--- config.mk ---
export PLATFORM = sky130hd
export DESIGN_NAME = spi_shift_engine
export DESIGN_NICKNAME = d
export VERILOG_FILES = /design/src/rtl/spi_pkg.sv /design/src/rtl/spi_bit_counter.sv /design/src/rtl/spi_shift_engine.sv
export SDC_FILE = /design/constraint.sdc
export NUM_CORES = 1
export LEC_CHECK = 0
export ABC_AREA = 0
export ABC_CLOCK_PERIOD_IN_PS = 3510
export BUFFER_PORTS_ARGS = -buffer_cell sky130_fd_sc_hd__buf_2
export CORE_AREA = 5 5 60 62
export CTS_CLUSTER_DIAMETER = 60
export DETAILED_ROUTE_END_ITERATION = 12
export DIE_AREA = 0 0 65 67
export PLACE_DENSITY = 0.53
export REMOVE_ABC_BUFFERS = 1
export SYNTH_ARGS = -nofsm -noshare
export SYNTH_HDL_FRONTEND = slang
export SYNTH_SLANG_ARGS = --single-unit
--- constraint.sdc ---
create_clock -name clk -period 3.51 [get_ports clk]
set_input_delay 0.351 -clock clk [delete_from_list [all_inputs] [get_ports clk]]
set_output_delay 0.351 -clock clk [all_outputs]
set_load 0.02 [all_outputs]
--- src/rtl/spi_pkg.sv ---
// Shared constants for the SPI datapath: FSM encoding, bit-order flags and the
// mode codes still used by the legacy fixed-width shift registers.
package spi_pkg;

    typedef logic spi_state_t;

    localparam spi_state_t SPI_IDLE  = 1'b0;
    localparam spi_state_t SPI_SHIFT = 1'b1;

    localparam logic SPI_MSB_FIRST = 1'b0;
    localparam logic SPI_LSB_FIRST = 1'b1;

    typedef enum logic [1:0] {
        SPI_MODE_HOLD  = 2'd0,
        SPI_MODE_LEFT  = 2'd1,
        SPI_MODE_RIGHT = 2'd2,
        SPI_MODE_PLOAD = 2'd3
    } spi_mode_e;

endpackage

--- src/rtl/spi_bit_counter.sv ---
// Frame bit counter: cleared at load/abort/frame end, advanced on each accepted
// shift strobe, and flags the final bit position of the frame.
module spi_bit_counter #(
    parameter int unsigned WIDTH = 8
) (
    input  logic clk,
    input  logic rst_n,
    input  logic clear,
    input  logic increment,
    output logic last
);

    localparam int unsigned CW = $clog2(WIDTH);

    logic [CW-1:0] cnt_q, cnt_d;

    assign last = (cnt_q == CW'(WIDTH - 1));

    // Saturating at WIDTH-1 keeps non-power-of-two widths from overrunning.
    always_comb begin
        cnt_d = cnt_q;
        if (clear) begin
            cnt_d = '0;
        end else if (increment && !last) begin
            cnt_d = cnt_q + CW'(1);
        end
    end

    always_ff @(posedge clk or negedge rst_n) begin
        if (!rst_n) begin
            cnt_q <= '0;
        end else begin
            cnt_q <= cnt_d;
        end
    end

endmodule

--- src/rtl/spi_shift_engine.sv ---
// Parametrised SPI frame shifter: parallel load via valid/ready, serial shift on
// external strobes, and a one-cycle rx_valid pulse when the frame completes.
module spi_shift_engine
    import spi_pkg::*;
#(
    parameter int unsigned WIDTH = 8
) (
    input  logic             clk,
    input  logic             rst_n,
    input  logic [WIDTH-1:0] tx_data,
    input  logic             tx_valid,
    output logic             tx_ready,
    input  logic             lsb_first,
    input  logic             shift_en,
    input  logic             abort,
    input  logic             serialIn,
    output logic             serialOut,
    output logic [WIDTH-1:0] rx_data,
    output logic             rx_valid,
    output logic             busy
);

    spi_state_t       state_q, state_d;
    logic [WIDTH-1:0] sreg_q, sreg_d;
    logic             order_q, order_d;
    logic [WIDTH-1:0] rx_data_q, rx_data_d;
    logic             rx_valid_q, rx_valid_d;

    logic             in_idle;
    logic             in_shift;
    logic             load;
    logic             shift;
    logic             last;
    logic             frame_done;
    logic             cnt_clear;
    logic [WIDTH-1:0] shifted;

    assign in_idle  = (state_q == SPI_IDLE);
    assign in_shift = (state_q == SPI_SHIFT);

    // Abort dominates both a coincident load and a coincident strobe.
    assign load       = in_idle && tx_valid && !abort;
    assign shift      = in_shift && shift_en && !abort;
    assign frame_done = shift && last;
    assign cnt_clear  = load || (in_shift && abort) || frame_done;

    assign shifted = (order_q == SPI_LSB_FIRST) ? {serialIn, sreg_q[WIDTH-1:1]}
                                                : {sreg_q[WIDTH-2:0], serialIn};

    spi_bit_counter #(
        .WIDTH (WIDTH)
    ) u_bit_counter (
        .clk       (clk),
        .rst_n     (rst_n),
        .clear     (cnt_clear),
        .increment (shift),
        .last      (last)
    );

    // FSM state register.
    always_ff @(posedge clk or negedge rst_n) begin
        if (!rst_n) begin
            state_q <= SPI_IDLE;
        end else begin
            state_q <= state_d;
        end
    end

    // FSM next-state logic.
    always_comb begin
        state_d = state_q;
        case (state_q)
            SPI_IDLE: begin
                if (load) begin
                    state_d = SPI_SHIFT;
                end
            end
            SPI_SHIFT: begin
                if (abort || (shift_en && last)) begin
                    state_d = SPI_IDLE;
                end
            end
            default: state_d = SPI_IDLE;
        endcase
    end

    // FSM outputs; serialOut is forced low outside a frame.
    always_comb begin
        tx_ready  = 1'b0;
        busy      = 1'b0;
        serialOut = 1'b0;
        case (state_q)
            SPI_IDLE: begin
                tx_ready = 1'b1;
            end
            SPI_SHIFT: begin
                busy      = 1'b1;
                serialOut = (order_q == SPI_LSB_FIRST) ? sreg_q[0] : sreg_q[WIDTH-1];
            end
            default: begin
                tx_ready = 1'b1;
            end
        endcase
    end

    // Shift datapath and receive capture.
    always_comb begin
        sreg_d     = sreg_q;
        order_d    = order_q;
        rx_data_d  = rx_data_q;
        rx_valid_d = 1'b0;
        if (load) begin
            sreg_d  = tx_data;
            order_d = lsb_first;
        end else if (shift) begin
            sreg_d = shifted;
            if (frame_done) begin
                rx_data_d  = shifted;
                rx_valid_d = 1'b1;
            end
        end
    end

    always_ff @(posedge clk or negedge rst_n) begin
        if (!rst_n) begin
            sreg_q     <= '0;
            order_q    <= SPI_MSB_FIRST;
            rx_data_q  <= '0;
            rx_valid_q <= 1'b0;
        end else begin
            sreg_q     <= sreg_d;
            order_q    <= order_d;
            rx_data_q  <= rx_data_d;
            rx_valid_q <= rx_valid_d;
        end
    end

    assign rx_data  = rx_data_q;
    assign rx_valid = rx_valid_q;

endmodule

* After elaboration in Yosys (flattened, before gate mapping)
Index checks and enable logic that the tools add are counted.
Storage, ports and cells: bits in registers 22, logic and storage cells 41
Cells by class: add/subtract/negate cells 1, eq/ne operators 1, mux-type cells 15, bitwise logic cells 2, reduce and logical (&&, ||, !) cells 16
Operator list (count):
- two-way mux 8 bit | 3
- two-way mux 1 bit | 9
- logical AND 1 bit | 8
- two-way mux 3 bit | 2
- nonzero test 2 bit | 2
- adder 3 x 1 -> 3 bit (second input constant) | 1
- == test 3 bit (second input constant) | 1
- logical OR 1 bit | 3
- AND reduction 3 bit | 1
- logical NOT 1 bit | 2
- inverter 1 bit | 2
- case mux 1 bit (2 select lines) | 1

* Longest topological paths before layout
Gate-level depths: netlist (run 1).
word-level depth 6, mapped depth 6

* Cells and area by module
From an unflattened synthesis (run 1), not the netlist that was laid out.
Second synthesis, totals: cell total of the unflattened synthesis 93, area total of the unflattened synthesis 1046.0 um^2
By module, submodules not included:
- spi_shift_engine | times used 1, cells an instance 78, area each 862.1 um^2
- spi_bit_counter | times used 1, cells an instance 15, area each 183.9 um^2

* Least setup slack after synthesis (run 1)
Ideal clock, no wire load.
kind reg-to-reg, start point reg state_q, in the netlist in_shift, end point reg order_q, arrival time 1.339 ns, slack 2.046 ns, cell stages (with the launch flop) 5, path buffers 2, period minus slack after synthesis 1.464 ns, cells stage by stage dfrtp_1 -> buf_6 -> nor3b_4 -> buf_2 -> mux2_2
On the way: word-level cells in the longest chain between the ends 3
RTL lines:
- from (decl) | line spi_shift_engine.sv:23 | spi_state_t state_q, state_d;
- from (signal assigned) | line spi_shift_engine.sv:65 | state_q <= state_d;
- inverter 1 bit
- logical AND 1 bit (2 in series) | line spi_shift_engine.sv:42 | assign load = in_idle && tx_valid && !abort;
- to (signal assigned) | line spi_shift_engine.sv:132 | order_q <= order_d;
- to (decl) | line spi_shift_engine.sv:25 | logic order_q, order_d;
Every way passes these cells. A chain may end at the register's enable or synchronous reset.

* Final worst setup path (run 1)
start point reg u_bit_counter.cnt_q[0], end point reg rx_data_q[0], in the netlist rx_data[0]
On the way: word-level cells in the longest chain between the ends 3
RTL lines:
- from (decl) | line spi_bit_counter.sv:15 | logic [CW-1:0] cnt_q, cnt_d;
- from (signal assigned) | line spi_bit_counter.sv:33 | cnt_q <= cnt_d;
- == test 3 bit | line spi_bit_counter.sv:17 | assign last = (cnt_q == CW'(WIDTH - 1));
- logical AND 1 bit | line spi_shift_engine.sv:44 | assign frame_done = shift && last;
- AND reduction 3 bit (no line)
- to (signal assigned) | line spi_shift_engine.sv:133 | rx_data_q <= rx_data_d;
- to (decl) | line spi_shift_engine.sv:26 | logic [WIDTH-1:0] rx_data_q, rx_data_d;
Every way passes these cells.

==> impl_metrics.ini, run 1 <==
[outcome]
status = complete, no violations

[routing]
wirelength_um = 2230
vias = 754
firstDrtPassIters = 4
detail_route.wl_per_cell_um = 15.8
ant_nets = 0
viasPerCell = 5.35
drc = 0
drtIter0Drc = 50

[logic_synthesis]
synth_seq_cells = 22
synth_top_area_share_pct = 54.4
synth.avg_cell_area_um2 = 12.2
ys_top_cells_by_count = dfrtp_1, nor2_1, mux2i_1
synth_enable_flop_cells = 0
syn_area_um2 = 1010
synth_top_area_cell = dfrtp_1
ys_types = 18
synth_async_sr_flop_share_pct = 100
postSynthCellCount = 83
synth_sequential_area_ratio_pct = 54.4
yosysWarningCount = 0
ys.flop_type = dfrtp_1
yosysMostFrequentCell = dfrtp_1
netlist_top_cells_area = dfrtp_1, mux2i_1, a221o_1

[floorplan]
io_pins = 27
core_area_um2 = 2980
initial_core_util_pct = 34.0
die_h_um = 67
rows = 20
die_area_um2 = 4360
die_x_um = 65

[worst_hold_path]
min_path_type = in2reg

[timing]
period_share_pct = 54.1
fmax_ghz = 0.527
tns_ps = 0
finClkSkew_ps = 16.5
relSlewSlack_pct = 64.3
slew_viol_final = 0
hold_viol_final = 0
rsz0062_at_grt = no
setup_viol_count_final = 0
period_minus_slack_ps = 1900
worstMarginPinSlew_ps = 534

[final_layout]
drive_gt1_share_pct = 31.5
area_growth_syn_to_layout_pct = 19.5
final_cells = 141
nets = 126
diodes = 0
final_cell_area_um2 = 1210
utilization_pct = 40.6

[clocking]
h-tree-depth = 1
cts_sinks = 22
cts_made_buffers = 3
cts.clk_slew.worst_paths_ps = 120
post_cts_buffers = 0
clockBufferDepth = 2
cts_resized = 0
clk_latency_ps = 320
cts_tree = done
cts_root_buf = clkbuf_4

[placement]
dp_hpwl_um = 1600
gp_congestion = 0.738
portBuffers = 26
placed_area_um2 = 1150
dp.cells = 136

[global_routing]
antenna_found_initial = 0
grt_pass1_vias = 763
grt_pass1_wl_um = 3760
grtUsageTotal_pct = 11.3
overflow = 0
grt_max_degree = 23

[critical_path]
criticalPathCategory = reg2reg
cp_top_family = adder cells
critPathMaxStageDelay_ps = 490
required_ps = 3720
cp.arrival_ps = 2110
cp_cell_sequence = ha_1, ha_1, nand4b_1, a22o_1
startpoint_type = register
path_buf_inv = 0
crit_top_cell = ha_1
endpoint_kind = register
crit_fanout = 10
slowest_stage = nand4b_1

[power]
p_per_area_nw_per_um2 = 495
vdd.ir_drop.worst_mv = 0.295
power_leakage_nw = 0.631

[run]
cap_viol_max_count = 0
==> power by group <==
group | internal (mW) | leakage [nW] | switching (mW)
registers | 0.278 | 0.291 | 0.0310
logic | 0.0513 | 0.312 | 0.0389
clock network | 0.116 | 0.0279 | 0.0839
==> cell usage in the layout (no fill, tap or decap) <==
| master | n |
|---|---|
| o21a_1 | 1 |
| buf_2 | 26 |
| a221o_1 | 7 |
| dfrtp_1 | 22 |
| clkbuf_4 | 3 |
| mux2_2 | 3 |
| bufinv_16 | 1 |
| mux2i_1 | 9 |
| nand2_1 | 4 |
| inv_1 | 2 |
| nand4b_1 | 1 |
| a311oi_1 | 1 |
| nor3b_4 | 1 |
| ha_1 | 2 |
| dlygate4sd3_1 | 1 |
| nor2b_1 | 1 |
| nor2_1 | 11 |
| a22o_1 | 8 |
| nand3b_1 | 1 |
| o21ai_0 | 3 |
==> area by class of cell <==
class	count	area (µm²)
Sequential cell	22	551
Timing Repair Buffer	27	140
Tap cell	33	41.3
Inverter	2	7.51
Multi-Input combinational cell	53	418
Fill cell	289	1770
Clock buffer	3	22.5
Clock inverter	1	30.0
==> tightest hold or removal path, delay by kind of cell <==
kind	cells	cell delay [ps]
buffers and inverters	1	70
and+or+nand+nor	1	30
AOI/OAI and AO/OA	1	60
==> timing repair <==
item	CTS	global route
endpoints found under the hold margin	16	0
hold buffers	1	0
endpoints found under the setup margin	0	0
==> flip-flops by register name, indices dropped and copies added (netlist names) <==
| name | flops |
|---|---|
| u_bit_counter.cnt_q | 3 |
| in_shift | 1 |
| sreg_q | 8 |
| rx_data | 8 |
| rx_valid | 1 |
| order_q | 1 |
==> cells by family (layout without fill, tap and decap cells) <==
| family | Yosys count | in the layout | synth area share [%] |
|---|---|---|---|
| compound gates | 20 | 20 | 16.9 |
| fa+ha+maj | 2 | 2 | 2.47 |
| buf+inv | 8 | 33 | 4.33 |
| flops | 22 | 22 | 54.4 |
| mux | 12 | 12 | 12.2 |
| simple gates | 19 | 19 | 9.64 |
==> per-layer routing <==
metal  up-vias  track usage [%]  part of all wire (%)
li1        358                -                     -
met1       371             14.5                    48
met2        23             17.9                    44
met3         2             5.06                   7.3
met4         0             1.58                  0.85
met5         -                0                     0
==> worst paths after layout <==
| check | to | depth (start not counted) | from | slack, ps |
|---|---|---|---|---|
| setup / recovery | rx_data[0] | 4 | u_bit_counter.cnt_q[0] | 1610 |
| hold / removal | sreg_q[7] | 3 | tx_data[7] | 240 |
| setup reg to reg | rx_data[0] | 4 | u_bit_counter.cnt_q[0] | 1610 |
| hold reg to reg | rx_data[6] | 2 | rx_data[6] | 500 |
| max in group asynchronous | sreg_q[0] | 2 | rst_n | 2660 |
| min in group asynchronous | rx_data[5] | 2 | rst_n | 500 |
==> through the flow <==
step	hold WS [ps]	setup WS, ps	total power, mW
CTS	241	1580	0.602
floorplan	55.4	1940	0.370
finish	241	1610	0.599
global placement	342	1660	0.402
detailed placement	344	1610	0.404
global route	240	1480	0.629
Power figures use the tool's default switching activity.
==> run 2: changes to the inputs <==
Settings changed: ABC_CLOCK_PERIOD_IN_PS 3510 to 1700, PLACE_DENSITY 0.53 to 0.55.
Clock period 3.51 ns to 1.7 ns, I/O delays scaled along.
==> impl_metrics.ini, run 2 (synthesis gave the netlist of run 1 again) <==
[critical_path]
endpoint_kind = output pin
reg2reg_to = rx_data[2]
cp.arrival_ps = 1420
startpoint_type = register
criticalPathCategory = reg2out
crit_fanout = 10
r2r_slack_ps = 290
required_ps = 1530
r2r-start = u_bit_counter.cnt_q[0]
rr_worst_depth = 5

[timing]
fmax_ghz = 0.628
tns_ps = 0
setup_viol_count_final = 0
slew_viol_final = 0
hold_viol_final = 0
worstMarginPinSlew_ps = 504
rsz0062_at_grt = no
period_minus_slack_ps = 1590
period_share_pct = 93.7
layout_setup_ws_ps = 107
finClkSkew_ps = 2.67
relSlewSlack_pct = 66.4

[clocking]
cts_root_buf = clkbuf_4
cts_resized = 0
cts_made_buffers = 3
h-tree-depth = 1
clk_latency_ps = 300
cts.clk_slew.worst_paths_ps = 120
cts_hold_buf = 1
cts_tree = done
clockBufferDepth = 2
cts_sinks = 22
post_cts_buffers = 0

[power]
p_per_area_nw_per_um2 = 905
vdd.ir_drop.worst_mv = 0.370
power_leakage_nw = 0.647

[floorplan]
die_x_um = 65
core_area_um2 = 2980
io_pins = 27
die_area_um2 = 4360
initial_core_util_pct = 34.0
die_h_um = 67
rows = 20

[final_layout]
drive_gt1_share_pct = 34.5
layout_commonest_cell = buf_2
nets = 131
diodes = 0
final_cell_mix = buf_2, dfrtp_1, nor2_1
area_growth_syn_to_layout_pct = 21.6

[routing]
drc = 0
viasPerCell = 5.16
vias = 753
detail_route.wl_per_cell_um = 15.3
ant_nets = 0
firstDrtPassIters = 4
wirelength_um = 2240
drtIter0Drc = 15

[placement]
gp_congestion = 0.725
portBuffers = 26
dp_hpwl_um = 1690
pre_cts_ws_ps = 302

[global_routing]
met3_usage_pct = 3.20
met2_usage_pct = 18.5
antenna_found_initial = 0
busiest_layer = met2
grt_pass1_vias = 783
met1_usage_pct = 14.1
grt_max_degree = 23
overflow = 0
grt_pass1_wl_um = 3720
grtUsageTotal_pct = 11.2

[worst_hold_path]
worstHoldStart = tx_data[7]
holdPathEnd = sreg_q[7]
min_path_type = in2reg
worstHoldPathCells = 3

[run]
cap_viol_max_count = 0

[outcome]
status = complete, no violations
-- run 2: report_power, final --
part / total (mW) / switching, mW / internal (mW)
sequential: 0.641 / 0.0668 / 0.574
clock: 0.282 / 0.151 / 0.130
combinational: 0.192 / 0.0812 / 0.111
-- run 2: how the worst max path moves through the flow --
stage | cells after the start | startpoint | slack (ps) | end
after CTS | 3 | order_q | 90 | serialOut
final | 3 | order_q | 110 | serialOut
after global placement | 3 | in_shift | 330 | order_q
after detailed placement | 5 | u_bit_counter.cnt_q[0] | 300 | rx_data[1]
after global routing | 3 | order_q | 10 | serialOut
after floorplan | 3 | in_shift | 130 | sreg_q[6]
-- run 2: worst max-delay path, stage by stage, from the launching register on --
cell,delay (ps)
dfrtp_1,660
mux2i_1,260
nor2_1,50
buf_2,150
-- run 2: metal layers --
layer / up-vias / share of wire [%]
met5: - / 0
met4: 0 / 0.45
met3: 2 / 6.0
met2: 24 / 47
met1: 358 / 46
li1: 369 / -
-- run 2: metrics by stage --
| step | util (%) | cell area, µm² | total power [mW] | std cells | hold WS, ps |
|---|---|---|---|---|---|
| 6_report | 41.3 | 1230 | 1.11 | 146 | 65.5 |
| 5_1_grt | 41.3 | 1230 | 1.18 | 146 | 72.0 |
| 4_1_cts | 41.3 | 1230 | 1.13 | 146 | 60.5 |
| 3_5_place_dp | 39.8 | 1180 | 0.845 | 141 | 163 |
| 3_3_place_gp | 39.8 | 1180 | 0.839 | 141 | 164 |
| 2_1_floorplan | - | 976 | 0.763 | 77 | -126 |
-- run 2: cell type report --
class	instances	area [µm²]
Multi-Input combinational cell	53	418
Sequential cell	22	551
Fill cell	318	1750
Tap cell	33	41.3
Clock buffer	4	36.3
Timing Repair Buffer	32	178
Inverter	2	7.51
